--- src/rtl/sram_async_ctrl_pkg.sv ---
// Shared types and elaboration helpers for the asynchronous SRAM controller.
package sram_async_ctrl_pkg;

  typedef enum logic [2:0] {
    ST_IDLE,
    ST_SETUP,
    ST_ACCESS,
    ST_HOLD,
    ST_TURN,
    ST_RESP
  } state_t;

  function automatic int max3(input int a, input int b, input int c);
    int m;
    m = (a > b) ? a : b;
    return (m > c) ? m : c;
  endfunction

endpackage

--- src/rtl/sram_wait_cnt.sv ---
// Loadable down-counter; done is high while the current cycle is the last of the loaded span.
module sram_wait_cnt
  import sram_async_ctrl_pkg::*;
#(
  parameter int CW = 2
) (
  input  logic          clk,
  input  logic          rst_n,
  input  logic          load,
  input  logic [CW-1:0] load_val,
  output logic          done
);

  logic [CW-1:0] cnt;

  always_ff @(posedge clk or negedge rst_n) begin
    if (!rst_n) begin
      cnt <= '0;
    end else if (load) begin
      cnt <= load_val;
    end else if (cnt != '0) begin
      cnt <= cnt - 1'b1;
    end
  end

  assign done = (cnt <= CW'(1));

endmodule

--- src/rtl/sram_async_ctrl.sv ---
// Bus-to-async-SRAM bridge: each bus access becomes BUS_DW/PAD_DW pad beats, lowest first,
// with registered pad strobes, programmable waits and skipping of fully masked write beats.
module sram_async_ctrl
  import sram_async_ctrl_pkg::*;
#(
  parameter int BUS_DW   = 32,
  parameter int PAD_DW   = 16,
  parameter int PAD_AW   = 20,
  parameter int RD_WAIT  = 2,
  parameter int WR_WAIT  = 2,
  parameter int TURN_CYC = 1
) (
  input  logic                  clk,
  input  logic                  rst_n,
  input  logic                  cmd_valid,
  output logic                  cmd_ready,
  input  logic                  cmd_read,
  input  logic [31:0]           cmd_addr,
  input  logic [BUS_DW-1:0]     cmd_wdata,
  input  logic [BUS_DW/8-1:0]   cmd_wmask,
  output logic                  rsp_valid,
  input  logic                  rsp_ready,
  output logic [BUS_DW-1:0]     rsp_rdata,
  output logic                  rsp_err,
  output logic [PAD_AW-1:0]     SRAM_ADDR_io,
  output logic                  SRAM_CSn_io,
  output logic                  SRAM_OEn_io,
  output logic                  SRAM_WRn_io,
  output logic [PAD_DW/8-1:0]   SRAM_BEn_io,
  output logic [PAD_DW-1:0]     SRAM_DATA_IN_io,
  input  logic [PAD_DW-1:0]     SRAM_DATA_OUT_io,
  output logic [PAD_DW-1:0]     SRAM_DATA_t
);

  localparam int BEATS  = BUS_DW / PAD_DW;
  localparam int LANES  = PAD_DW / 8;
  localparam int BMW    = BUS_DW / 8;
  localparam int OFFS   = $clog2(BMW);
  localparam int BEAT_W = $clog2(BEATS);
  localparam int BIW    = $clog2(BEATS + 1);
  localparam int CW     = $clog2(max3(RD_WAIT, WR_WAIT, TURN_CYC) + 1);

  if ((BUS_DW % PAD_DW) != 0 || (PAD_DW % 8) != 0 ||
      RD_WAIT < 1 || WR_WAIT < 1 || TURN_CYC < 1) begin : g_bad_param
    $error("sram_async_ctrl: illegal parameter combination");
  end

  function automatic logic [BIW-1:0] next_beat(input logic [BMW-1:0] m, input int start);
    next_beat = BIW'(BEATS);
    for (int i = BEATS - 1; i >= 0; i--) begin
      if (i >= start && (|m[i*LANES +: LANES])) next_beat = BIW'(i);
    end
  endfunction

  function automatic logic [PAD_DW-1:0] beat_data(input logic [BUS_DW-1:0] d,
                                                   input logic [BIW-1:0] b);
    beat_data = '0;
    for (int i = 0; i < BEATS; i++) if (BIW'(i) == b) beat_data = d[i*PAD_DW +: PAD_DW];
  endfunction

  function automatic logic [LANES-1:0] beat_ben(input logic [BMW-1:0] m,
                                                input logic [BIW-1:0] b);
    beat_ben = '1;
    for (int i = 0; i < BEATS; i++) if (BIW'(i) == b) beat_ben = ~m[i*LANES +: LANES];
  endfunction

  function automatic logic [BUS_DW-1:0] merge_beat(input logic [BUS_DW-1:0] d,
                                                    input logic [BIW-1:0] b,
                                                    input logic [PAD_DW-1:0] v);
    merge_beat = d;
    for (int i = 0; i < BEATS; i++) if (BIW'(i) == b) merge_beat[i*PAD_DW +: PAD_DW] = v;
  endfunction

  function automatic logic [PAD_AW-1:0] pad_word(input logic [31:0] word_base,
                                                 input logic [BIW-1:0] b);
    return PAD_AW'((64'(word_base) << BEAT_W) | 64'(b));
  endfunction

  state_t            state;
  logic              is_read;
  logic [31:0]       base;
  logic [BUS_DW-1:0] wdata_q;
  logic [BMW-1:0]    wmask_q;
  logic [BIW-1:0]    beat;

  logic              cnt_load, cnt_done;
  logic [CW-1:0]     cnt_val;
  logic              misaligned;
  logic              src_read;
  logic [31:0]       src_base;
  logic [BUS_DW-1:0] src_wdata;
  logic [BMW-1:0]    src_mask;
  logic [BIW-1:0]    nb;
  logic              last_beat, start_beat;

  // In IDLE the next beat is chosen straight from the command, afterwards from the latched copy.
  always_comb begin
    misaligned = (cmd_addr & 32'(BMW - 1)) != 32'd0;
    src_read   = (state == ST_IDLE) ? cmd_read  : is_read;
    src_base   = (state == ST_IDLE) ? (cmd_addr >> OFFS) : base;
    src_wdata  = (state == ST_IDLE) ? cmd_wdata : wdata_q;
    src_mask   = (state == ST_IDLE) ? cmd_wmask : wmask_q;
    nb         = next_beat(src_read ? {BMW{1'b1}} : src_mask,
                           (state == ST_IDLE) ? 0 : int'(beat) + 1);
    last_beat  = (nb == BIW'(BEATS));
    start_beat = !last_beat &&
                 ((state == ST_IDLE && cmd_valid && !misaligned) ||
                  (state == ST_TURN && cnt_done) ||
                  (state == ST_HOLD));
  end

  assign cnt_load = (state == ST_SETUP) || (state == ST_ACCESS && cnt_done && is_read);
  assign cnt_val  = (state == ST_SETUP) ? (is_read ? CW'(RD_WAIT) : CW'(WR_WAIT)) : CW'(TURN_CYC);

  sram_wait_cnt #(.CW(CW)) u_wait_cnt (
    .clk      (clk),
    .rst_n    (rst_n),
    .load     (cnt_load),
    .load_val (cnt_val),
    .done     (cnt_done)
  );

  always_ff @(posedge clk or negedge rst_n) begin
    if (!rst_n) begin
      state           <= ST_IDLE;
      cmd_ready       <= 1'b1;
      rsp_valid       <= 1'b0;
      rsp_rdata       <= '0;
      rsp_err         <= 1'b0;
      is_read         <= 1'b0;
      base            <= '0;
      wdata_q         <= '0;
      wmask_q         <= '0;
      beat            <= '0;
      SRAM_ADDR_io    <= '0;
      SRAM_CSn_io     <= 1'b1;
      SRAM_OEn_io     <= 1'b1;
      SRAM_WRn_io     <= 1'b1;
      SRAM_BEn_io     <= '1;
      SRAM_DATA_IN_io <= '0;
      SRAM_DATA_t     <= '1;
    end else begin
      case (state)
        ST_IDLE: begin
          if (cmd_valid) begin
            cmd_ready <= 1'b0;
            is_read   <= cmd_read;
            base      <= cmd_addr >> OFFS;
            wdata_q   <= cmd_wdata;
            wmask_q   <= cmd_wmask;
            rsp_rdata <= '0;
            rsp_err   <= misaligned;
            if (misaligned || last_beat) state <= ST_RESP;
          end
        end
        ST_SETUP: begin
          state <= ST_ACCESS;
          if (is_read) SRAM_OEn_io <= 1'b0;
          else         SRAM_WRn_io <= 1'b0;
        end
        ST_ACCESS: begin
          if (cnt_done) begin
            if (is_read) begin
              rsp_rdata   <= merge_beat(rsp_rdata, beat, SRAM_DATA_OUT_io);
              SRAM_CSn_io <= 1'b1;
              SRAM_OEn_io <= 1'b1;
              SRAM_BEn_io <= '1;
              state       <= ST_TURN;
            end else begin
              SRAM_WRn_io <= 1'b1;
              state       <= ST_HOLD;
            end
          end
        end
        ST_TURN: begin
          if (cnt_done && last_beat) begin
            state     <= ST_RESP;
            rsp_valid <= 1'b1;
          end
        end
        ST_HOLD: begin
          SRAM_DATA_t <= '1;
          if (last_beat) begin
            state           <= ST_RESP;
            rsp_valid       <= 1'b1;
            SRAM_CSn_io     <= 1'b1;
            SRAM_BEn_io     <= '1;
            SRAM_DATA_IN_io <= '0;
          end
        end
        ST_RESP: begin
          // Accesses with no pad activity arrive here with rsp_valid still low.
          if (!rsp_valid) begin
            rsp_valid <= 1'b1;
          end else if (rsp_ready) begin
            rsp_valid <= 1'b0;
            cmd_ready <= 1'b1;
            state     <= ST_IDLE;
          end
        end
        default: state <= ST_IDLE;
      endcase

      if (start_beat) begin
        state           <= ST_SETUP;
        beat            <= nb;
        SRAM_ADDR_io    <= pad_word(src_base, nb);
        SRAM_CSn_io     <= 1'b0;
        SRAM_OEn_io     <= 1'b1;
        SRAM_WRn_io     <= 1'b1;
        SRAM_BEn_io     <= src_read ? '0 : beat_ben(src_mask, nb);
        SRAM_DATA_t     <= src_read ? '1 : '0;
        SRAM_DATA_IN_io <= src_read ? '0 : beat_data(src_wdata, nb);
      end
    end
  end

endmodule
--- config.mk ---
export PLATFORM = sky130hd
export DESIGN_NAME = sram_async_ctrl
export DESIGN_NICKNAME = d
export VERILOG_FILES = /design/src/rtl/sram_async_ctrl_pkg.sv /design/src/rtl/sram_wait_cnt.sv /design/src/rtl/sram_async_ctrl.sv
export SDC_FILE = /design/constraint.sdc
export NUM_CORES = 1
export LEC_CHECK = 0
export ABC_AREA = 1
export CAP_MARGIN = 40
export CELL_PAD_IN_SITES_DETAIL_PLACEMENT = 1
export CELL_PAD_IN_SITES_GLOBAL_PLACEMENT = 1
export CORE_UTILIZATION = 30
export DETAILED_ROUTE_END_ITERATION = 8
export PLACE_DENSITY_LB_ADDON = 0.1
export SKIP_LAST_GASP = 1
export SLEW_MARGIN = 15
export SYNTH_ARGS = -nofsm -noshare
export SYNTH_HDL_FRONTEND = slang
export SYNTH_SLANG_ARGS = --single-unit
--- constraint.sdc ---
create_clock -name clk -period 2.2 [get_ports clk]
set_input_delay 0.55 -clock clk [delete_from_list [all_inputs] [get_ports clk]]
set_output_delay 0.55 -clock clk [all_outputs]
set_load 0.05 [all_outputs]
==> results of run 1 <==
state kept, by name, indices dropped and copies added, names as in the netlist, 2 cells and up:
register	count
wmask_q	4
wdata_q	32
SRAM_BEn_io	2
state	3
base	19
u_wait_cnt.cnt	2
SRAM_ADDR_io	20
rsp_rdata	32
SRAM_DATA_IN_io	16
logic make-up after synthesis:
logic type	Yosys count	share of synthesized area, %
buf+inv	161	10.69
simple gates	453	27.78
flops	139	50.77
xor+xnor	1	0.1275
compound gates	129	9.727
fa+ha+maj	5	0.9107
timing repair:
action	CTS	global route
gates cloned	0	0
pin swaps	0	1
hold buffers	0	0
gates resized for setup	2	22
endpoints found under the setup margin	2	51
endpoints found under the hold margin	0	0
setup buffers	0	4
where the power goes:
group | total, uW | switching (uW) | internal, uW | leakage, uW
Clock | 2850 | 1230 | 1620 | 0.000270
Combinational | 9030 | 6040 | 2990 | 0.00317
Sequential | 4270 | 626 | 3640 | 0.00179
Total | 16100 | 7900 | 8250 | 0.00523
placed cells by master (no fill, tap or decap), types with 2 or more instances in the layout:
| master | instances |
|---|---|
| nand3b_1 | 2 |
| dfstp_2 | 7 |
| clkinv_4 | 2 |
| nor3_1 | 3 |
| buf_12 | 8 |
| nor2_1 | 26 |
| nand3_4 | 2 |
| inv_6 | 6 |
| nand4_1 | 3 |
| nand2_2 | 14 |
| clkbuf_16 | 17 |
| dfrtp_1 | 132 |
| dlygate4sd2_1 | 2 |
| buf_6 | 2 |
| o22ai_1 | 2 |
| nand2_1 | 368 |
| clkinvlp_4 | 4 |
| a21oi_1 | 5 |
| dlymetal6s2s_1 | 18 |
| nand2_4 | 3 |
| inv_1 | 101 |
| nor2_8 | 3 |
| o21ai_0 | 114 |
| clkdlybuf4s50_1 | 121 |
| a31oi_1 | 3 |
| nand3_1 | 26 |
| ha_1 | 5 |
| buf_4 | 57 |
layer usage:
| layer | up-vias | GRT usage, % | routed length, um |
|---|---|---|---|
| met1 | 2820 | 23.02 | 9491 |
| met5 | - | 0 | 0 |
| met3 | 18 | 5.387 | 1294 |
| li1 | 3056 | - | - |
| met4 | 0 | 5.724 | 235 |
| met2 | 126 | 29.59 | 9189 |
per-stage QoR:
step / cells / TNS (ns) / utilization [%] / area, sq um
6_report: 1351 / 0 / 43.03 / 9535
5_1_grt: 1351 / 0 / 43.03 / 9535
3_3_place_gp: 1315 / -2.709 / 40.07 / 8881
3_5_place_dp: 1315 / -4.597 / 40.07 / 8881
4_1_cts: 1347 / 0 / 42.66 / 9454
2_1_floorplan: 888 / 0 / - / 6869
final cells by class:
cell class	count	area [sq um]	share of cell area (%)
clock buffers	19	442.9	4.645
inverters	104	397.9	4.173
flip-flops and latches	139	3487	36.57
well taps	280	350.3	3.674
multi-input cells	588	2660	27.90
repair buffers	208	2064	21.65
clock inverters	13	132.6	1.391
worst max path at each step:
stage          slack [ns]  cells after the start            endpoint                from
2_1_floorplan        0.05                     11  SRAM_DATA_IN_io[0]     SRAM_ADDR_io[0]
3_3_place_gp        -0.11                     10     SRAM_ADDR_io[1]           cmd_valid
3_5_place_dp        -0.18                     10    SRAM_ADDR_io[18]           cmd_valid
4_1_cts             0.005                      1    SRAM_ADDR_io[15]    SRAM_ADDR_io[15]
5_1_grt            0.0007                      1     SRAM_ADDR_io[3]     SRAM_ADDR_io[3]
6_report             0.03                      1  SRAM_DATA_IN_io[7]  SRAM_DATA_IN_io[7]
==> flow_summary.ini, run 1 <==
[worst_setup_path]
rr_endpoint = SRAM_BEn_io[1]
crit_fanout = 2
end_kind = output port
cpLargestDelayFamily = buffers and inverters
ff2ff_path_depth = 9
critPathLaunchType = register
crit_slowest_cell = clkdlybuf4s50_1
cp.required_ns = 1.65
cp.arrival_ns = 1.62
crit_buf_inv = 1
regToRegSetupSlack_ns = 0.19
path_class = reg2out
rr_startpoint = SRAM_ADDR_io[0]
crit_chain = clkdlybuf4s50_1
max_stage_delay_ns = 0.82

[synthesis]
synth_edf_count = 0
yosys_warnings = 0
synth_cell_types = 34
synthTopCellsByArea = dfrtp_1 (48%), nand2_1 (20%), o21ai_0 (8.4%)
yosysSeqAreaShare_pct = 50.77
ys.flop_type = dfrtp_1
synth_commonest_cells = nand2_1 (368), dfrtp_1 (132), o21ai_0 (115)
ys_ff_latch = 139
synth_top_area_cell = dfrtp_1
synth_cells = 888
synthArstFlopShare_pct = 100.0
syn_area_sq_mm = 0.006869
synth_most_common_cell = nand2_1
syn_area_per_cell_sq_um = 7.735
syn-num-nets = 982
synth_top_area_share_pct = 48.09

[detailed_routing]
wire_per_inst_um = 14.96
first_pass_iters = 4
via_per_inst = 4.456
wirelength_um = 20210
postRouteAntennaNets = 0
via_count = 6020
drt_iter0_markers = 306
drc_errors = 0

[sta]
tightest_slew_ns = 0.5791
fmax_mhz = 461.0
hold_violations = 0
post-route-period-util_pct = 98.60
setup_viol = 0
skew_ns = 0.01241
slew_viol_final = 0
rsz0062_at_grt = false
timing.hold.ws_ns = 0.05078
period_minus_slack_ns = 2.169
worst_slack_ns = 0.03085
relSlewSlack_pct = 61.33

[place]
dp_hpwl_um = 14170
dp_slack_ns = -0.1766
routabilityCongestion = 0.7576
io_buffers = 169

[clock_network]
clkLatencyLatePin_ns = 0.42
tritoncts = built
clockRootBuffer = clkbuf_16
cts_sinks = 139
clk_pin_slew_ns = 0.07
htree_levels = 4
cts_buffer_depth = 2
numCtsBuffers = 17

[power]
ir_drop_mv = 0.6238
power.total_uw = 16150
p_leak_uw = 0.005228
power_density_mw_per_mm2 = 1694

[final_layout]
area_growth_pct = 38.82
fin_nets = 1152
drive_above_1_share_pct = 12.61
diodes = 0
nFillCells = 2698

[floorplanning]
core_area_sq_mm = 0.02216
ios = 181
die_h_um = 153.3
initial_core_util_pct = 31.00
rows = 54
fp.dieW_um = 153.3
dieArea_sq_mm = 0.02351

[grt]
antenna_found_initial = 1
overflow = 0
grt_pass1_wl_um = 33450
grt_pass1_vias = 6365
grt_max_degree = 69
track_usage_pct = 18.16

[status]
outcome = complete, no violations

[flow_run]
maxCapViolations = 0

[min_path]
worst_hold_path_type = in2async
Power figures use the tool's default switching activity.
==> inputs of run 2 (changes only) <==
CORE_MARGIN = 10   (was default)
CTS_CLUSTER_DIAMETER = 40   (was default)
SKIP_LAST_GASP = default   (was 1)
==> run 2 against run 1 <==
Combinational power fell by 2%. Routed wire length rose by 5.0%. Critical path type unchanged. Cell count rose by 0.30%. Largest cell class unchanged. Highest routed layer unchanged. Core utilization fell by 0.77 points. Sequential cell count did not move. Sequential share of layout area barely moved.
==> flow_summary.ini, run 2 (synthesized netlist as in run 1, its figures left out) <==
[detailed_routing]
via_per_inst = 4.442
wire_per_inst_um = 15.66
postRouteAntennaNets = 0
first_pass_iters = 4
via_count = 6019
drc_errors = 0
wirelength_um = 21220
drt_iter0_markers = 240

[clock_network]
cts_buffer_depth = 2
clk_pin_slew_ns = 0.07
tritoncts = built
htree_levels = 4
cts_hold_buffers = 0
clkLatencyLatePin_ns = 0.43
clockRootBuffer = clkbuf_16
numCtsBuffers = 17
cts_sinks = 139

[grt]
grt_pass1_wl_um = 34500
antenna_found_initial = 0
grt_pass1_vias = 6394
grt_max_degree = 65
overflow = 0
track_usage_pct = 14.92

[floorplanning]
core_area_sq_mm = 0.02257
rows = 55
dieArea_sq_mm = 0.02935
initial_core_util_pct = 30.43
ios = 181
die_h_um = 171.3
fp.dieW_um = 171.3

[final_layout]
stdcell_count = 1355
layout_commonest_cell = nand2_1
top_regs = rsp_rdata: 32 flops, wdata_q: 32 flops, SRAM_ADDR_io: 20 flops
drive_above_1_share_pct = 12.91
fin_nets = 1150
mostFrequentLayoutCells = nand2_1 (368), dfrtp_1 (131), o21ai_0 (114)
area_growth_pct = 38.87

[worst_setup_path]
critPathLaunchType = register
cpLargestDelayFamily = buffers and inverters
crit_buf_inv = 1
crit_slowest_cell = clkdlybuf4s50_1
crit_fanout = 2
crit_chain = clkdlybuf4s50_1
cp.required_ns = 1.65
cp.arrival_ns = 1.60
path_class = reg2out
max_stage_delay_ns = 0.82
end_kind = output port

[power]
ir_drop_mv = 0.7930
power_density_mw_per_mm2 = 1674
p_leak_uw = 0.005398

[sta]
relSlewSlack_pct = 62.87
hold_violations = 0
fin_setup_tns_ns = 0
fmax_mhz = 464.6
tightest_slew_ns = 0.5561
setup_viol = 0
timing.hold.ws_ns = 0.04937
skew_ns = 0.01123
slew_viol_final = 0
post-route-period-util_pct = 97.83
period_minus_slack_ns = 2.152
rsz0062_at_grt = false

[flow_run]
maxCapViolations = 0

[place]
io_buffers = 169
dpl.cell_count = 1320
dp_hpwl_um = 15310
routabilityCongestion = 0.7479

[min_path]
worst_hold_path_type = in2async

[status]
outcome = complete, no violations
-- run 2: metrics by stage --
stage	power (uW)	worst slack (ns)	utilization, %	instance area, sq um
6_report	15970	0.04776	42.26	9539
5_1_grt	17320	0.0004468	42.25	9537
4_1_cts	16240	0.001269	41.79	9433
3_5_place_dp	13340	-0.1287	39.28	8867
3_3_place_gp	13210	-0.08373	39.28	8867
2_1_floorplan	10480	0.05275	-	6869
-- run 2: cell type report --
class                           count  area, sq um
Multi-Input combinational cell    588         2669
Antenna cell                        1        2.502
Clock buffer                       19        452.9
Sequential cell                   139         3488
Fill cell                        2713        13030
Timing Repair Buffer              206         2051
Inverter                          104        400.4
Clock inverter                     13        118.9
Tap cell                          285        356.6
-- run 2: layer usage --
metal,global-route usage (%),wire (um)
met1,18.51,9677
met2,23.49,9749
met3,5.661,1529
met4,4.612,261
met5,0,0
-- run 2: worst paths after layout --
check / start / endpoint / slack, ns / cells past startpoint
min in group clk: SRAM_CSn_io / SRAM_CSn_io / 0.47 / 2
hold / removal: rst_n / state[0] / 0.05 / 1
hold reg to reg: SRAM_CSn_io / SRAM_CSn_io / 0.47 / 2
max in group asynchronous: rst_n / SRAM_WRn_io / 1.49 / 2
setup reg to reg: SRAM_ADDR_io[0] / SRAM_BEn_io[1] / 0.18 / 11
setup / recovery: SRAM_DATA_IN_io[13] / SRAM_DATA_IN_io[13] / 0.05 / 1
-- run 2: timing repair --
| item | CTS | global route |
|---|---|---|
| endpoints found under the setup margin | 5 | 43 |
| buffers inserted | 0 | 2 |
| resized for setup | 5 | 35 |
| pin swaps | 0 | 1 |
-- run 2: where the power goes --
part           switching [uW]  total, uW  leakage (uW)  internal [uW]
logic                    6000       8890       0.00335           2890
registers                 632       4280       0.00179           3650
clock network            1190       2810      0.000260           1620
total                    7820      16000       0.00540           8150
==> inputs of run 3 (changes only) <==
ABC_CLOCK_PERIOD_IN_PS = 1800   (was default)
clock period = 1.8 ns   (was 2.2 ns; I/O delays follow)
==> run 3 against run 2 <==
The flow now finishes with violations (setup timing). Sequential share of layout area down 2.4 points. Critical path type is now reg2reg. Combinational power rose by 45%. Routed wire length up 3.5%. Sequential cell count stayed put. Via count rose by 2.3%. Clock power rose by 37%. First-iteration DRC count grew 2.5%. Global-route usage grew 0.16 points. Non-clock buffer count increased by 30. Critical endpoint is now SRAM_DATA_IN_io[2].
==> flow_summary.ini, run 3 (synthesized netlist as in run 1, its figures left out) <==
[status]
outcome = finished, violations left
violations = setup timing

[sta]
post-route-period-util_pct = 102.4
period_minus_slack_ns = 1.843
slew_viol_final = 0
worst_slack_ns = -0.04340
fmax_mhz = 542.5
rsz0062_at_grt = true
hold_violations = 0
setup_viol = 18
skew_ns = 0.01186
timing.hold.ws_ns = 0.4754
relSlewSlack_pct = 70.11
tightest_slew_ns = 0.4454

[floorplanning]
die_h_um = 171.3
fp.dieW_um = 171.3
rows = 55
ios = 181
dieArea_sq_mm = 0.02935
initial_core_util_pct = 30.43
core_area_sq_mm = 0.02257

[detailed_routing]
via_per_inst = 4.447
via_count = 6159
wire_per_inst_um = 15.85
drt_iter0_markers = 246
wirelength_um = 21950
drc_errors = 0
first_pass_iters = 4
postRouteAntennaNets = 0

[worst_setup_path]
crit_slowest_cell = dfrtp_2
crit_fanout = 6
cp_num_cells = 13
cp.required_ns = 2.11
regToRegSetupSlack_ns = -0.04
cp.arrival_ns = 2.15
critPathLaunchType = register
path_class = reg2reg
crit_chain = nor2_8 > nand2_8 > nand2_2 > nand2_2 > nand3_4 > nand2_4 > nand2_4 > nand2_8 > inv_8 > nor2_8 > buf_12 > nand2_1 > nand2_1
crit_buf_inv = 2
cpLargestDelayFamily = simple AND/OR/NAND/NOR gates
max_stage_delay_ns = 0.48
cp-startpoint = state[2]
rr_startpoint = state[2]
ff2ff_path_depth = 13
end_kind = register

[power]
pwr-share-clk_pct = 17.4
internal_power_uw = 11860
power_density_mw_per_mm2 = 2164
switchingPower_uw = 10240
p_leak_uw = 0.005413
ir_drop_mv = 0.7214
p_comb_share_pct = 58.6
seq_power_share_pct = 24.0
netSwitchingFraction_pct = 46.33

[clock_network]
cts_buffer_depth = 2
numCtsBuffers = 17
clk_pin_slew_ns = 0.06
clkLatencyLatePin_ns = 0.42
cts_sinks = 139
tritoncts = built
clockRootBuffer = clkbuf_16
htree_levels = 4

[place]
dp_hpwl_um = 15630
routabilityCongestion = 0.7236
io_buffers = 169
dp_slack_ns = -0.3885

[min_path]
min_path_cells = 2
worst_hold_path_type = reg2reg
worstHoldStart = SRAM_ADDR_io[5]

[grt]
track_usage_pct = 15.08
overflow = 0
grt_pass1_wl_um = 35090
antenna_found_initial = 0
grt_pass1_vias = 6605
grt_max_degree = 73

[final_layout]
drive_above_1_share_pct = 23.36
layout_commonest_cell = nand2_1
mostFrequentLayoutCells = nand2_1 (355), dfrtp_1 (129), o21ai_0 (114)
top_regs = rsp_rdata: 32 flops, wdata_q: 32 flops, SRAM_ADDR_io: 20 flops
nFillCells = 2636
fin_nets = 1182
diodes = 0
area_growth_pct = 48.65

[flow_run]
maxCapViolations = 0
-- run 3: changes by cell type in the layout (fill, tap and decap cells not counted), moves of 4 or more --
cell / change
buf_12: +29
buf_4: +52
buf_6: +5
clkdlybuf4s50_1: -29
clkinvlp_4: -6
dlygate4sd2_1: -5
dlymetal6s2s_1: -28
inv_2: +4
nand2_1: -13
nand2_2: +11
nand3_1: -4
-- run 3: power by group through the flow --
stage / clock, uW / sequential [uW] / combinational, uW
floorplan: 0 / 7220 / 5630
global placement: 0 / 5270 / 12100
detailed placement: 0 / 5300 / 12200
CTS: 3940 / 5320 / 12900
global route: 4080 / 5480 / 14200
finish: 3850 / 5300 / 12900
-- run 3: final timing paths --
check                                      to
setup / recovery           SRAM_DATA_IN_io[2]
hold / removal                SRAM_ADDR_io[5]
setup reg to reg           SRAM_DATA_IN_io[2]
min in group asynchronous            state[0]
hold reg to reg               SRAM_ADDR_io[5]
max in group asynchronous         wdata_q[25]
-- run 3: stage by stage --
step	util (%)	TNS, ns	power, uW	instance area [sq um]	std cells
2_1_floorplan	-	-1.098	12850	6893	888
3_3_place_gp	41.08	-23.91	17350	9271	1343
3_5_place_dp	41.08	-27.26	17530	9271	1343
4_1_cts	44.96	-0.6733	22150	10150	1384
5_1_grt	45.24	-4.727	23740	10210	1385
6_report	45.24	-0.4901	22100	10210	1385
-- run 3: timing repair --
action	in CTS	in global routing
hold buffers	1	0
buffers inserted	5	0
setup endpoints to repair	76	96
pin swaps	5	1
gates resized for setup	32	13
cloned	4	1
hold endpoints to repair	32	0
-- run 3: metal layers --
| metal | global-route usage, % | vias up | wire (um) |
|---|---|---|---|
| li1 | - | 3121 | - |
| met1 | 18.81 | 2904 | 9894 |
| met5 | 0 | - | 0 |
| met2 | 24.19 | 116 | 10260 |
| met4 | 3.516 | 0 | 206 |
| met3 | 5.661 | 18 | 1592 |
-- run 3: worst min-delay path, stage by stage, from the launching register on --
cell and delay [ns]:
dfrtp_1 0.35, nand2_1 0.06, nand2_1 0.04
-- run 3: area by class of cell --
cell class	count	area, sq um	share of cell area [%]
multi-input cells	590	2810	27.52
repair buffers	236	2519	24.67
clock buffers	17	425.4	4.166
inverters	104	400.4	3.921
clock inverters	14	209.0	2.046
flip-flops and latches	139	3491	34.19
well taps	285	356.6	3.492
